==> src/rtl/ozdefs.sv <==
// rtl/ozdefs.sv - shared LTSSM state/OS enums, symbol constants and the TS ordered-set symbol helper
package ozdefs;

    typedef enum logic [3:0] {
        DETECT_QUIET   = 4'd0,
        DETECT_ACTIVE  = 4'd1,
        POLLING_ACTIVE = 4'd2,
        POLLING_CONFIG = 4'd3,
        CFG_LW_START   = 4'd4,
        CFG_LW_ACCEPT  = 4'd5,
        CFG_COMPLETE   = 4'd6,
        CFG_IDLE       = 4'd7,
        L0             = 4'd8
    } mac_ltssm_e;

    typedef enum logic [1:0] {OS_NONE, OS_TS1, OS_TS2, OS_IDLE} os_type_e;

    localparam logic [7:0] COM    = 8'hBC;
    localparam logic [7:0] PAD    = 8'hF7;
    localparam logic [7:0] TS1_ID = 8'h4A;
    localparam logic [7:0] TS2_ID = 8'h45;
    localparam logic [7:0] N_FTS  = 8'hFF;
    localparam logic [7:0] RATE   = 8'h02;

    // Returns {K, data} for symbol idx of the ordered set that state st transmits.
    function automatic logic [8:0] os_symbol(input mac_ltssm_e st, input logic [3:0] idx,
                                             input logic [7:0] lnk, input logic [7:0] ln);
        logic ts2, pad_link, pad_lane;
        logic [8:0] s;
        ts2      = (st == POLLING_CONFIG) || (st == CFG_COMPLETE);
        pad_link = (st == POLLING_ACTIVE) || (st == POLLING_CONFIG);
        pad_lane = pad_link || (st == CFG_LW_START);
        case (idx)
            4'd0:    s = {1'b1, COM};
            4'd1:    s = pad_link ? {1'b1, PAD} : {1'b0, lnk};
            4'd2:    s = pad_lane ? {1'b1, PAD} : {1'b0, ln};
            4'd3:    s = {1'b0, N_FTS};
            4'd4:    s = {1'b0, RATE};
            4'd5:    s = 9'h000;
            default: s = {1'b0, ts2 ? TS2_ID : TS1_ID};
        endcase
        if (st == CFG_IDLE || st == L0) s = 9'h000;
        return s;
    endfunction

endpackage

==> src/rtl/ts_os_detector.sv <==
// rtl/ts_os_detector.sv - receive-side TS1/TS2/idle parser aligned on COM
module ts_os_detector import ozdefs::*; (
    input  logic       clk,
    input  logic       reset_n,
    input  logic       rxvalid,
    input  logic [7:0] rxdata,
    input  logic       rxdatak,
    output logic       os_done,
    output os_type_e   os_type,
    output logic [7:0] os_link,
    output logic [7:0] os_lane
);
    logic       in_os;
    logic       id_ok;
    logic [3:0] idx;
    logic [7:0] id_sym;
    logic [7:0] link_r;
    logic [7:0] lane_r;
    logic       is_com;

    assign is_com = rxvalid && rxdatak && (rxdata == COM);

    // An os_done with OS_NONE tells the MAC that the consecutive-match run is broken.
    always_ff @(posedge clk or negedge reset_n) begin
        if (!reset_n) begin
            in_os   <= 1'b0;
            id_ok   <= 1'b0;
            idx     <= 4'd0;
            id_sym  <= 8'h00;
            link_r  <= 8'h00;
            lane_r  <= 8'h00;
            os_done <= 1'b0;
            os_type <= OS_NONE;
            os_link <= 8'h00;
            os_lane <= 8'h00;
        end else begin
            os_done <= 1'b0;
            os_type <= OS_NONE;
            if (!rxvalid) begin
                if (in_os) os_done <= 1'b1;
                in_os <= 1'b0;
            end else if (is_com) begin
                if (in_os) os_done <= 1'b1;
                in_os <= 1'b1;
                idx   <= 4'd1;
                id_ok <= 1'b1;
            end else if (in_os) begin
                idx <= idx + 4'd1;
                case (idx)
                    4'd1:    link_r <= rxdata;
                    4'd2:    lane_r <= rxdata;
                    4'd6:    id_sym <= rxdata;
                    default: ;
                endcase
                if (idx >= 4'd6 && (rxdatak || (idx != 4'd6 && rxdata != id_sym)))
                    id_ok <= 1'b0;
                if (idx == 4'd15) begin
                    in_os   <= 1'b0;
                    os_done <= 1'b1;
                    os_link <= link_r;
                    os_lane <= lane_r;
                    if (id_ok && !rxdatak && rxdata == id_sym) begin
                        if (id_sym == TS1_ID)      os_type <= OS_TS1;
                        else if (id_sym == TS2_ID) os_type <= OS_TS2;
                    end
                end
            end else begin
                os_done <= 1'b1;
                os_type <= (!rxdatak && rxdata == 8'h00) ? OS_IDLE : OS_NONE;
            end
        end
    end
endmodule

==> src/rtl/pipe_mac_ltssm_lane.sv <==
// rtl/pipe_mac_ltssm_lane.sv - single-lane PIPE MAC LTSSM initiator; LTSSM_TIMEOUT_EN enables per-state timeout
module pipe_mac_ltssm_lane import ozdefs::*; #(
    parameter int QUIET_CYC   = 16,
    parameter int N_TX_MIN    = 16,
    parameter int N_RX_MATCH  = 8,
    parameter int N_IDLE      = 16,
    parameter int TIMEOUT_CYC = 4096
) (
    input  logic       clk,
    input  logic       reset_n,
    input  logic [7:0] link_num,
    input  logic [7:0] lane_num,
    input  logic       phystatus,
    input  logic [2:0] rxstatus,
    input  logic       rxelecidle,
    input  logic       rxvalid,
    input  logic [7:0] rxdata,
    input  logic       rxdatak,
    output logic       txdetectrx,
    output logic [2:0] powerdown,
    output logic       txelecidle,
    output logic [7:0] txdata,
    output logic       txdatak,
    output logic [3:0] ltssm_state,
    output logic       link_up
);
    localparam int             CW         = $clog2(TIMEOUT_CYC + QUIET_CYC + 1);
    localparam logic [CW-1:0]  QUIET_LAST = CW'(QUIET_CYC - 1);
    localparam logic [7:0]     TX_MIN8    = 8'(N_TX_MIN);
    localparam logic [7:0]     RX_MATCH8  = 8'(N_RX_MATCH);
    localparam logic [7:0]     IDLE8      = 8'(N_IDLE);

    mac_ltssm_e    state, nxt_state;
    logic [3:0]    sym_cnt;
    logic [7:0]    tx_cnt, rx_match, tx_cnt_nxt, rx_match_nxt;
    logic [7:0]    link_q, lane_q;
    logic [CW-1:0] cyc_cnt;
    logic          os_done, rx_hit, training, boundary, exit_ok, go_quiet, tmo_fire;
    os_type_e      os_type;
    logic [7:0]    os_link, os_lane;
    logic [8:0]    tx_sym;

    assign ltssm_state = state;

    ts_os_detector u_det (
        .clk     (clk),
        .reset_n (reset_n),
        .rxvalid (rxvalid),
        .rxdata  (rxdata),
        .rxdatak (rxdatak),
        .os_done (os_done),
        .os_type (os_type),
        .os_link (os_link),
        .os_lane (os_lane)
    );

    always_comb begin
        rx_hit    = 1'b0;
        training  = 1'b1;
        nxt_state = state;
        case (state)
            POLLING_ACTIVE: begin rx_hit = (os_type == OS_TS1) || (os_type == OS_TS2); nxt_state = POLLING_CONFIG; end
            POLLING_CONFIG: begin rx_hit = (os_type == OS_TS2); nxt_state = CFG_LW_START; end
            CFG_LW_START:   begin rx_hit = (os_type == OS_TS1) && os_link == link_q; nxt_state = CFG_LW_ACCEPT; end
            CFG_LW_ACCEPT:  begin rx_hit = (os_type == OS_TS1) && os_link == link_q && os_lane == lane_q; nxt_state = CFG_COMPLETE; end
            CFG_COMPLETE:   begin rx_hit = (os_type == OS_TS2) && os_link == link_q && os_lane == lane_q; nxt_state = CFG_IDLE; end
            CFG_IDLE:       begin rx_hit = (os_type == OS_IDLE); nxt_state = L0; end
            default:        training = 1'b0;
        endcase
        boundary = (sym_cnt == 4'd15);
        if (!os_done)                rx_match_nxt = rx_match;
        else if (!rx_hit)            rx_match_nxt = 8'h00;
        else if (rx_match == 8'hFF)  rx_match_nxt = 8'hFF;
        else                         rx_match_nxt = rx_match + 8'd1;
        // Idles are counted per symbol, training sets per completed ordered set.
        if ((state == CFG_IDLE || boundary) && tx_cnt != 8'hFF) tx_cnt_nxt = tx_cnt + 8'd1;
        else                                                    tx_cnt_nxt = tx_cnt;
        if (state == CFG_IDLE) exit_ok = boundary && tx_cnt_nxt >= IDLE8 && rx_match_nxt >= IDLE8;
        else                   exit_ok = boundary && training && tx_cnt_nxt >= TX_MIN8 && rx_match_nxt >= RX_MATCH8;
        tx_sym = os_symbol(exit_ok ? nxt_state : state, 4'(sym_cnt + 4'd1), link_q, lane_q);
    end

`ifdef LTSSM_TIMEOUT_EN
    localparam logic [CW-1:0] TMO = CW'(TIMEOUT_CYC);
    assign tmo_fire = training && state != L0 || state == DETECT_ACTIVE
                      ? (cyc_cnt >= TMO) && (state == DETECT_ACTIVE || boundary) : 1'b0;
`else
    assign tmo_fire = 1'b0;
`endif
    assign go_quiet = tmo_fire || (state == L0 && rxelecidle);

    always_ff @(posedge clk or negedge reset_n) begin
        if (!reset_n) begin
            state      <= DETECT_QUIET;
            txdetectrx <= 1'b0;
            powerdown  <= 3'd2;
            txelecidle <= 1'b1;
            txdata     <= 8'h00;
            txdatak    <= 1'b0;
            link_up    <= 1'b0;
            sym_cnt    <= 4'd0;
            tx_cnt     <= 8'h00;
            rx_match   <= 8'h00;
            cyc_cnt    <= '0;
            link_q     <= 8'h00;
            lane_q     <= 8'h00;
        end else begin
            if (cyc_cnt != '1) cyc_cnt <= cyc_cnt + 1'b1;
            if (go_quiet) begin
                state      <= DETECT_QUIET;
                txdetectrx <= 1'b0;
                powerdown  <= 3'd2;
                txelecidle <= 1'b1;
                txdata     <= 8'h00;
                txdatak    <= 1'b0;
                link_up    <= 1'b0;
                sym_cnt    <= 4'd0;
                tx_cnt     <= 8'h00;
                rx_match   <= 8'h00;
                cyc_cnt    <= '0;
            end else begin
                case (state)
                    DETECT_QUIET: if (cyc_cnt == QUIET_LAST) begin
                        txdetectrx <= 1'b1;
                        state      <= DETECT_ACTIVE;
                        cyc_cnt    <= '0;
                    end
                    DETECT_ACTIVE: if (phystatus) begin
                        txdetectrx <= 1'b0;
                        cyc_cnt    <= '0;
                        if (rxstatus == 3'd3) begin
                            state      <= POLLING_ACTIVE;
                            powerdown  <= 3'd0;
                            txelecidle <= 1'b0;
                            sym_cnt    <= 4'd0;
                            tx_cnt     <= 8'h00;
                            rx_match   <= 8'h00;
                            txdata     <= COM;
                            txdatak    <= 1'b1;
                        end else begin
                            state <= DETECT_QUIET;
                        end
                    end
                    L0: begin
                        sym_cnt <= sym_cnt + 4'd1;
                        txdata  <= 8'h00;
                        txdatak <= 1'b0;
                    end
                    default: begin
                        sym_cnt            <= sym_cnt + 4'd1;
                        {txdatak, txdata}  <= tx_sym;
                        tx_cnt             <= tx_cnt_nxt;
                        rx_match           <= rx_match_nxt;
                        if (exit_ok) begin
                            state    <= nxt_state;
                            tx_cnt   <= 8'h00;
                            rx_match <= 8'h00;
                            cyc_cnt  <= '0;
                            if (nxt_state == CFG_LW_START) begin
                                link_q <= link_num;
                                lane_q <= lane_num;
                            end
                            if (nxt_state == L0) link_up <= 1'b1;
                        end
                    end
                endcase
            end
        end
    end
endmodule

==> config.mk <==
export PLATFORM = sky130hd
export DESIGN_NAME = pipe_mac_ltssm_lane
export DESIGN_NICKNAME = d
export VERILOG_FILES = /design/src/rtl/ozdefs.sv /design/src/rtl/ts_os_detector.sv /design/src/rtl/pipe_mac_ltssm_lane.sv
export SDC_FILE = /design/constraint.sdc
export NUM_CORES = 1
export LEC_CHECK = 0
export CAP_MARGIN = 20
export CORE_ASPECT_RATIO = 1.1
export CORE_MARGIN = 2
export CORE_UTILIZATION = 56
export CTS_CLUSTER_SIZE = 8
export DETAILED_ROUTE_END_ITERATION = 10
export GPL_TIMING_DRIVEN = 1
export PLACE_DENSITY = 0.77
export SLEW_MARGIN = 25
export SYNTH_ARGS = -nofsm -noshare
export SYNTH_HDL_FRONTEND = slang
export SYNTH_HIERARCHICAL = 1
export SYNTH_SLANG_ARGS = --single-unit
==> constraint.sdc <==
create_clock -name clk -period 3.5 [get_ports clk]
set_input_delay 0.7 -clock clk [delete_from_list [all_inputs] [get_ports clk]]
set_output_delay 0.7 -clock clk [all_outputs]
set_load 0.005 [all_outputs]
; Yosys cells after proc, flatten, opt, wreduce, memory -nomap -nowiden
; Cells that the tools add are included.
[word_totals]
out_inout_bits = 19
rom_bits = 0
memories = 0
ramBits = 0
input_bits = 33
register_bits = 117
word_cells = 220
latchBits = 0
[op_classes]
add_sub_neg = 5
reduce_logical = 53
eq_ne = 49
multipliers = 0
div_mod_pow = 0
n_bitwise = 3
shifts = 0
mux = 83
n_lt_le_gt_ge = 4
[op_table]
columns = operator, count
row1 = 8-bit 2-to-1 mux, 13
row2 = 13-bit 2-to-1 mux, 5
row3 = 9-bit one-hot mux with 6 select lines, 1
row4 = 4-bit by 3-bit equality test with 1-bit output (second input constant), 11
row5 = 4-bit 2-to-1 mux, 10
row6 = 13-bit one-hot mux with 3 select lines, 1
row7 = 8-bit one-hot mux with 2 select lines, 2
row8 = 4-bit by 2-bit equality test with 1-bit output (second input constant), 7
row9 = 1-bit 2-to-1 mux, 28
row10 = 9-bit 2-to-1 mux, 3
row11 = 8-bit equality test, 3
row12 = 4-bit one-hot mux with 6 select lines, 1
row13 = 8-bit one-hot mux with 3 select lines, 1
row14 = 3-bit AND reduction, 7
row15 = 4-bit equality test (second input constant), 5
row16 = 4-bit AND reduction, 5
row17 = 1-bit logical AND, 18
row18 = 2-bit 2-to-1 mux, 9
row19 = 8-bit by 1-bit adder with 8-bit output (second input constant), 2
row20 = 8-bit by 7-bit equality test with 1-bit output (second input constant), 2
row21 = 8-bit equality test (second input constant), 2
row22 = 8-bit by 5-bit >= comparator with 1-bit output (second input constant), 2
row23 = 2-bit nonzero test, 7
row24 = 13-bit by 1-bit adder with 13-bit output (second input constant), 1
row25 = other kinds (31), 51

; Logic depth before layout (Yosys ltp)
; Gate-level depths: netlist (run 1).
[logic_depth]
ltp_word = 18
ltp_mapped = 11
depth_no_buf = 10

; By module
; Netlist (run 1), hierarchy kept.
[modules_own_cells]
columns = mod, area_each_um2, instances, seq_area_each_um2, cells_each
row1 = pipe_mac_ltssm_lane, 4234.1, 1, 1627.8, 468
row2 = ts_os_detector, 2220.9, 1, 1226.2, 154

; Least setup slack after synthesis (run 1)
; Ideal clock, no wire load.
[synth_timing]
path_type = register to register
startpoint = register sym_cnt[1]
endpoint = register lane_q[4]
arrival_ns = 2.799
n_path_buf = 2
synth_period_minus_slack_ns = 2.926
required_ns = 3.373
stages_incl_launch_ff = 11
setup_slack_ns = 0.574
path_cell_list = dfrtp_1 > ha_1 > nand3_1 > a211oi_1 > mux2_2 > nor4_2 > nor3_4 > and3_1 > buf_4 > buf_6 > mux2_1
[synth_between]
elab_chain_len = 9
[synth_rtl]
columns = item, line
row1 = "start, declared", pipe_mac_ltssm_lane.sv:34  ; logic [3:0] sym_cnt;
row2 = "start signal, assigned", pipe_mac_ltssm_lane.sv:145  ; sym_cnt <= sym_cnt + 4'd1;
row3 = "start signal, assigned", pipe_mac_ltssm_lane.sv:150  ; sym_cnt <= sym_cnt + 4'd1;
row4 = 4-bit equality test (*), pipe_mac_ltssm_lane.sv:70  ; boundary = (sym_cnt == 4'd15);
row5 = 1-bit logical OR, pipe_mac_ltssm_lane.sv:76  ; if ((state == CFG_IDLE || boundary) && tx_cnt != 8'hFF) tx_cnt_nxt = tx_cnt + 8'd1;
row6 = 1-bit logical AND, pipe_mac_ltssm_lane.sv:76
row7 = 8-bit 2-to-1 mux, pipe_mac_ltssm_lane.sv:76
row8 = 8-bit by 5-bit >= comparator with 1-bit output, "pipe_mac_ltssm_lane.sv:78, pipe_mac_ltssm_lane.sv:79"
row9 = "1-bit logical AND, on equally long branches (2 in a row)", "pipe_mac_ltssm_lane.sv:79, pipe_mac_ltssm_lane.sv:78"
row10 = 1-bit 2-to-1 mux (*), pipe_mac_ltssm_lane.sv:78  ; if (state == CFG_IDLE) exit_ok = boundary && tx_cnt_nxt >= IDLE8 && rx_match_nxt >= IDLE8;
row11 = 4-bit AND reduction (no line) (*), -
row12 = "end signal, assigned", pipe_mac_ltssm_lane.sv:161  ; lane_q <= lane_num;
row13 = "end, declared", pipe_mac_ltssm_lane.sv:36  ; logic [7:0] link_q, lane_q;
; Every way passes the cells marked *; elsewhere a longest branch is shown, timed or not.
; A chain may end at the register's enable or synchronous reset.

; Worst setup path after layout (run 1)
[layout_timing]
startpoint = register sym_cnt[1]
endpoint = register lane_q[2]
; The elaborated chain is that of the path after synthesis.

==> metrics, run 1 <==
async set-or-reset flop fraction in the synthesized netlist 100%; CP max FO 16; H-Tree Level Count 4; iteration-0 DRC count of the detailed router 331; Die Span X 106 um; number of sinks on the clock net 114; Slew @ Worst Pin 0.762 ns; final period utilization 93.6%; Final Critical Period 3.28 ns; routability cong. 0.899; TNS Setup 0 ns; Sw Share 28.2%; total congestion overflow 0; vias in the first global route 4882; Primary FF master, synth sky130_fd_sc_hd__dfrtp_1; number of max-capacitance violations reported 0; area added between synthesis and finish 18.7%; post-synthesis instance total 622; CTS-repair resized insts 0; maximum achievable frequency 0.305 GHz; normalized max-slew margin 48.7%; final-report setup violation count 0; total buffers and inverters traversed by the critical path 2; net switching power 1.07 mW; post-cts hold buffer count 0; power share of the combinational group 16.6%; Post-CTS Setup Inserts 0; slowest cell delay on critical path 0.50 ns; final count of pins violating max slew 0; setup repair after global routing missed its margin false; standard-cell row count 41; average instance area after synthesis 10.4 um2; CTS Buf Count 17; wire length per cell 17.1 um; IO Port Bufs 49; All-Layer GR Usage 24.8%; design internal power 2.72 mW; Static Leakage 3.50 nW; clock-pin slew on the worst setup and hold paths 0.06 ns; Final ANT Viol Nets 0; initial antenna violation count 0; total via count in the routed design 5085; number of detailed-routing iterations run before antenna repair 4; cell type of the slowest stage on the worst timing path sky130_fd_sc_hd__a211oi_1; ports placed on the boundary 52; result of the run completed; startpoint class of the critical path flop; setup skew after layout 0.00855 ns; number of enable flip-flop cells after synthesis 0; Final #Nets 724; dominant delay contributor by cell family on the critical path simple AND/OR/NAND/NOR gates; number of inserted filler cells in the final layout 868; non-filler instance count after layout 840; die outline height 117 um; worst-skew pair later-pin latency 0.42 ns; power share of the clock group 43.5%; portion of total power attributed to sequential cells 39.9%; YS warnings 6; HPWL Detailed 10100 um; kind of end point of the critical path flop; min-delay worst type input pin to async pin; effective utilization at floorplan 56.9%; PD cells 494 mW/mm2; CTS tree done; portion of the post-synthesis area used by sequential elements 44.2%; Ant. Diodes 0; wire length after detailed routing 14400 um; area of the mapped netlist 0.00645 mm2; Inst Count DP 808; worst-path cell chain ha_1 -> nand3_1 -> a211oi_1 -> mux2_2 -> nor4_2 -> buf_4 -> nor3_4 -> and3_1 -> buf_4 -> mux2_2; WS Path Type flop to flop; signal arrival time at the worst endpoint 3.58 ns; global-route wire length before repair 24000 um; maximum buffer depth of the clock tree 2; Cell variety after synth 73; pin count of the biggest net entering global routing 74; total count of hold-check failures in the final report 0; share of layout cells above drive strength 1 16.7%; core footprint 0.0113 mm2; required time reported for the critical path endpoint 3.80 ns; #FFs+latches synth 114; Peak VDD IR 387 uV; DRC violations left 0; cell at the root of the clock tree sky130_fd_sc_hd__clkbuf_16; routed via count divided by cell count 6.05; overall die area 0.0124 mm2
==> area by class of cell <==
type	instances	area, um2	share of cell area, %
repair buffers	64	613	8.00
multi-input cells	466	3380	44.2
clock buffers	19	443	5.78
clock inverters	13	128	1.67
inverters	14	52.6	0.686
well taps	150	188	2.45
flip-flops and latches	114	2850	37.3
==> power groups by stage <==
stage | logic [mW] | registers, mW | clock network (mW)
final | 0.629 | 1.51 | 1.65
after detailed placement | 0.621 | 1.53 | 0
after global routing | 0.697 | 1.53 | 1.74
after CTS | 0.626 | 1.51 | 1.68
after global placement | 0.607 | 1.52 | 0
after floorplan | 0.363 | 1.51 | 0
==> path summary, 6_finish.rpt <==
| path | cells after the start | slack [ns] | endpoint | startpoint |
|---|---|---|---|---|
| max reg2reg | 10 | 0.22 | lane_q[2]$_DFFE_PN0P_ | sym_cnt[1]$_DFFE_PN0P_ |
| max | 10 | 0.22 | lane_q[2]$_DFFE_PN0P_ | sym_cnt[1]$_DFFE_PN0P_ |
| max in group asynchronous | 2 | 2.44 | lane_q[7]$_DFFE_PN0P_ | reset_n |
| min | 1 | 0.26 | cyc_cnt[8]$_DFF_PN0_ | reset_n |
| min reg2reg | 2 | 0.50 | txdata[1]$_DFFE_PN0P_ | txdata[1]$_DFFE_PN0P_ |
| min in group clk | 2 | 0.50 | txdata[1]$_DFFE_PN0P_ | txdata[1]$_DFFE_PN0P_ |
==> per-stage QoR <==
step	setup WS [ns]	cell area (um2)	hold slack (ns)	total power, mW	utilization [%]
floorplan	0.574	6460	0.404	1.87	-
global placement	0.412	7090	0.484	2.13	62.5
detailed placement	0.356	7090	0.485	2.15	62.5
CTS	0.289	7660	0.276	3.81	67.6
global route	0.0569	7660	0.309	3.97	67.6
finish	0.225	7660	0.255	3.79	67.6
==> metal layers <==
metal  GRT usage [%]  vias up  wire (um)
met3            6.25       30        753
met2            39.0      166       6980
li1                -     2387          -
met5               0        -          0
met1            31.9     2502       6240
met4            12.9        0        393
==> synth_stat cells, drive strengths merged (7+ instances only) <==
cell | count | area [um2]
o21a | 7 | 52.6
mux2 | 59 | 702
o21ai | 36 | 184
dfrtp | 113 | 2830
xor2 | 28 | 245
nand3 | 16 | 97.6
nand4 | 14 | 118
clkbuf | 17 | 63.8
ha | 14 | 175
nor2 | 42 | 158
a21oi | 32 | 160
nand2 | 50 | 188
a22oi | 7 | 52.6
inv | 14 | 52.6
buf | 12 | 106
nor4 | 7 | 50.1
nor3 | 14 | 81.3
nand2b | 8 | 50.1
and3 | 16 | 100
xnor2 | 14 | 123
==> cell usage in the layout (no fill, tap or decap), types with 5 or more instances in the layout <==
| cell type | netlist | routed |
|---|---|---|
| sky130_fd_sc_hd__dfrtp_1 | 113 | 113 |
| sky130_fd_sc_hd__nand2_1 | 50 | 50 |
| sky130_fd_sc_hd__clkdlybuf4s50_1 | 0 | 48 |
| sky130_fd_sc_hd__nor2_1 | 42 | 42 |
| sky130_fd_sc_hd__mux2_2 | 39 | 39 |
| sky130_fd_sc_hd__o21ai_0 | 35 | 35 |
| sky130_fd_sc_hd__a21oi_1 | 32 | 32 |
| sky130_fd_sc_hd__xor2_1 | 28 | 28 |
| sky130_fd_sc_hd__clkbuf_16 | 0 | 17 |
| sky130_fd_sc_hd__and3_1 | 16 | 16 |
| sky130_fd_sc_hd__buf_4 | 5 | 15 |
| sky130_fd_sc_hd__inv_1 | 14 | 14 |
| sky130_fd_sc_hd__xnor2_1 | 14 | 14 |
| sky130_fd_sc_hd__nand3_1 | 14 | 14 |
| sky130_fd_sc_hd__ha_1 | 14 | 14 |
| sky130_fd_sc_hd__nor3_1 | 13 | 13 |
| sky130_fd_sc_hd__nand4_1 | 12 | 12 |
| sky130_fd_sc_hd__mux2_1 | 10 | 10 |
| sky130_fd_sc_hd__mux2_4 | 10 | 10 |
| sky130_fd_sc_hd__nand2b_1 | 8 | 8 |
| sky130_fd_sc_hd__o21a_1 | 7 | 7 |
| sky130_fd_sc_hd__a22oi_1 | 7 | 7 |
| sky130_fd_sc_hd__nor4_1 | 6 | 6 |
| sky130_fd_sc_hd__a211oi_1 | 6 | 6 |
| sky130_fd_sc_hd__and4_1 | 6 | 6 |
| sky130_fd_sc_hd__and2_1 | 5 | 5 |
| sky130_fd_sc_hd__nor2b_1 | 5 | 5 |
| sky130_fd_sc_hd__o211a_1 | 5 | 5 |
| sky130_fd_sc_hd__a21o_1 | 5 | 5 |
| sky130_fd_sc_hd__a22o_1 | 5 | 5 |
==> flip-flops by register name (all words and copies together), names as in the netlist, 2 cells and up <==
register and count:
u_det/os_lane 8, lane_q 8, link_q 8, u_det/os_type 2
u_det/idx 4, ltssm_state 4, u_det/lane_r 8, u_det/os_link 8
u_det/link_r 8, sym_cnt 4, rx_match 8, tx_cnt 8
txdata 8, u_det/id_sym 8, cyc_cnt 13
==> cells by family after synthesis <==
family,count (synthesis),synth area share (%)
xor+xnor,42,5.70
fa+ha+maj,14,2.71
buf+inv,43,3.45
simple gates,201,17.2
mux,63,11.5
other cells,1,0.0581
flops,114,44.2
compound gates,144,15.1
Note: power is estimated with default switching activity, not from simulation.
==> run 2: changes to the inputs <==
Settings changed: DONT_BUFFER_PORTS set to 1, PLACE_DENSITY 0.77 to 0.71.
==> metrics, run 2 (synthesized netlist as in run 1, its figures left out) <==
required time reported for the critical path endpoint 3.80 ns (about the same); worst-skew pair later-pin latency 0.42 ns (about the same); PnR worst setup slack 0.336 ns (+0.112 ns); flip-flop count of the largest register, all copies and words added 13 (unchanged); Peak VDD IR 429 uV (+11%); PD cells 523 mW/mm2 (+5.9%); normalized max-slew margin 47.2% (-1.5 points); final count of pins violating max slew 0 (unchanged); Static Leakage 3.32 nW (-4.9%); share of layout cells above drive strength 1 17.5% (+0.83 points); ports placed on the boundary 52 (unchanged); slowest cell delay on critical path 0.45 ns (-0.05 ns); setup repair after global routing missed its margin false; effective utilization at floorplan 56.9% (unchanged); maximum buffer depth of the clock tree 2 (unchanged); leading cell type in the layout, fill and taps excluded sky130_fd_sc_hd__dfrtp_1; total power consumption of the routed design 3.77 mW (-0.41%); standard-cell row count 41 (unchanged); iteration-0 DRC count of the detailed router 422 (+27%); number of detailed-routing iterations run before antenna repair 5 (+1); DRC violations left 0 (unchanged); Finished Core Util 63.6% (-4.0 points); minimum setup slack among reg-to-reg paths 0.34 ns (+0.11 ns); Final Critical Period 3.16 ns (-0.112 ns); IO Port Bufs 0 (-100%); tightest hold margin 0.125 ns (-0.130 ns); final-report setup violation count 0 (unchanged); WS Path Type flop to flop; final period utilization 90.4% (-3.2 points); TNS Setup 0 ns (unchanged); critical path depth in cells 10 (unchanged); Inst Count DP 757 (-6.3%); CTS Buf Count 17 (unchanged); Final ANT Viol Nets 0 (unchanged); dominant delay contributor by cell family on the critical path simple AND/OR/NAND/NOR gates; HPWL Detailed 9990 um (-0.63%); total cell area at the placement stage 0.00657 mm2 (-7.3%); vias in the first global route 4541 (-7.0%); R2R depth 10 (unchanged); CTS tree done; maximum achievable frequency 0.316 GHz (+3.5%); All-Layer GR Usage 23.8% (-0.96 points); clock-pin slew on the worst setup and hold paths 0.06 ns (about the same); setup skew after layout 0.00784 ns (-0.000717 ns); initial antenna violation count 0 (unchanged); Final #Nets 674 (-6.9%); cell at the root of the clock tree sky130_fd_sc_hd__clkbuf_16; total via count in the routed design 4797 (-5.7%); startpoint class of the critical path flop; minimum setup slack after placement 0.378 ns (+0.0212 ns); CP max FO 16 (unchanged); post-layout instance area 0.00721 mm2 (-5.9%); area added between synthesis and finish 11.6%; top register by number of flip-flops cyc_cnt; signal arrival time at the worst endpoint 3.47 ns (-0.11 ns); kind of end point of the critical path flop; H-Tree Level Count 4 (unchanged); pin count of the biggest net entering global routing 114 (+54%); wire length after detailed routing 14200 um (-0.88%); result of the run completed; total buffers and inverters traversed by the critical path 2 (unchanged); overall die area 0.0124 mm2 (unchanged); routability cong. 0.872 (-3.0%); number of max-capacitance violations reported 0 (unchanged); Die Span X 106 um (unchanged); Post-CTS Setup Inserts 0 (unchanged); cell type of the slowest stage on the worst timing path sky130_fd_sc_hd__dfrtp_1; Ant. Diodes 0 (unchanged); wire length per cell 18.0 um (+5.4%); routed via count divided by cell count 6.07 (+0.31%); worst-path cell chain ha_1 -> nand3_1 -> a211oi_1 -> mux2_2 -> nor4_2 -> buf_4 -> nor3_4 -> and3_1 -> buf_4 -> mux2_2; global-route wire length before repair 23000 um (-4.4%); total congestion overflow 0 (unchanged); number of sinks on the clock net 114 (unchanged); core footprint 0.0113 mm2 (unchanged); die outline height 117 um (unchanged); commonest cells after routing, fill and taps aside sky130_fd_sc_hd__dfrtp_1, sky130_fd_sc_hd__nand2_1, sky130_fd_sc_hd__nor2_1; min-delay worst type input pin to async pin; non-filler instance count after layout 790 (-6.0%); Slew @ Worst Pin 0.783 ns (+0.0211 ns); total count of hold-check failures in the final report 0 (unchanged)
==> run 2: cell types whose count changed in the layout (fill, tap and decap cells not counted), sizes merged <==
cell | previous run | this run
clkinvlp | 3 | 2
inv | 18 | 14
bufinv | 1 | 3
buf | 16 | 14
clkinv | 5 | 7
clkdlybuf4s50 | 48 | 0
clkbuf | 19 | 20
==> run 2: layout make-up <==
cell class	count	area, um2
clock buffers	20	447
inverters	14	52.6
fillers	895	4130
multi-input cells	466	3380
well taps	150	188
repair buffers	14	125
clock inverters	12	159
flip-flops and latches	114	2850
==> run 2: path summary, 6_finish.rpt <==
| kind | start | endpoint |
|---|---|---|
| hold reg to reg | u_det/lane_r[4]$_DFFE_PN0P_ | u_det/os_lane[4]$_DFFE_PN0P_ |
| max in group asynchronous | reset_n | txdata[0]$_DFFE_PN0P_ |
| min in group clk | rxvalid | u_det/os_done$_DFF_PN0_ |
| setup / recovery | sym_cnt[1]$_DFFE_PN0P_ | lane_q[7]$_DFFE_PN0P_ |
| hold / removal | reset_n | powerdown[1]$_DFFE_PN1P_ |
| setup reg to reg | sym_cnt[1]$_DFFE_PN0P_ | lane_q[7]$_DFFE_PN0P_ |
==> run 2: layer usage <==
metal  vias to the layer above  wire length [um]  track usage [%]
met4                         0               229             10.1
met3                        20               725             6.19
met1                      2360              6360             30.2
met2                       131              6930             39.0
li1                       2286                 -                -
met5                         -                 0                0
==> run 2: power by group <==
group,switching [mW],internal (mW)
Clock,0.617,1.14
Sequential,0.110,1.41
Combinational,0.289,0.205
Total,1.02,2.76
==> run 2: repair_timing <==
item                      in CTS  in global routing
hold endpoints to repair     113                  0
resized for setup              0                  0
hold buffers                   1                  0
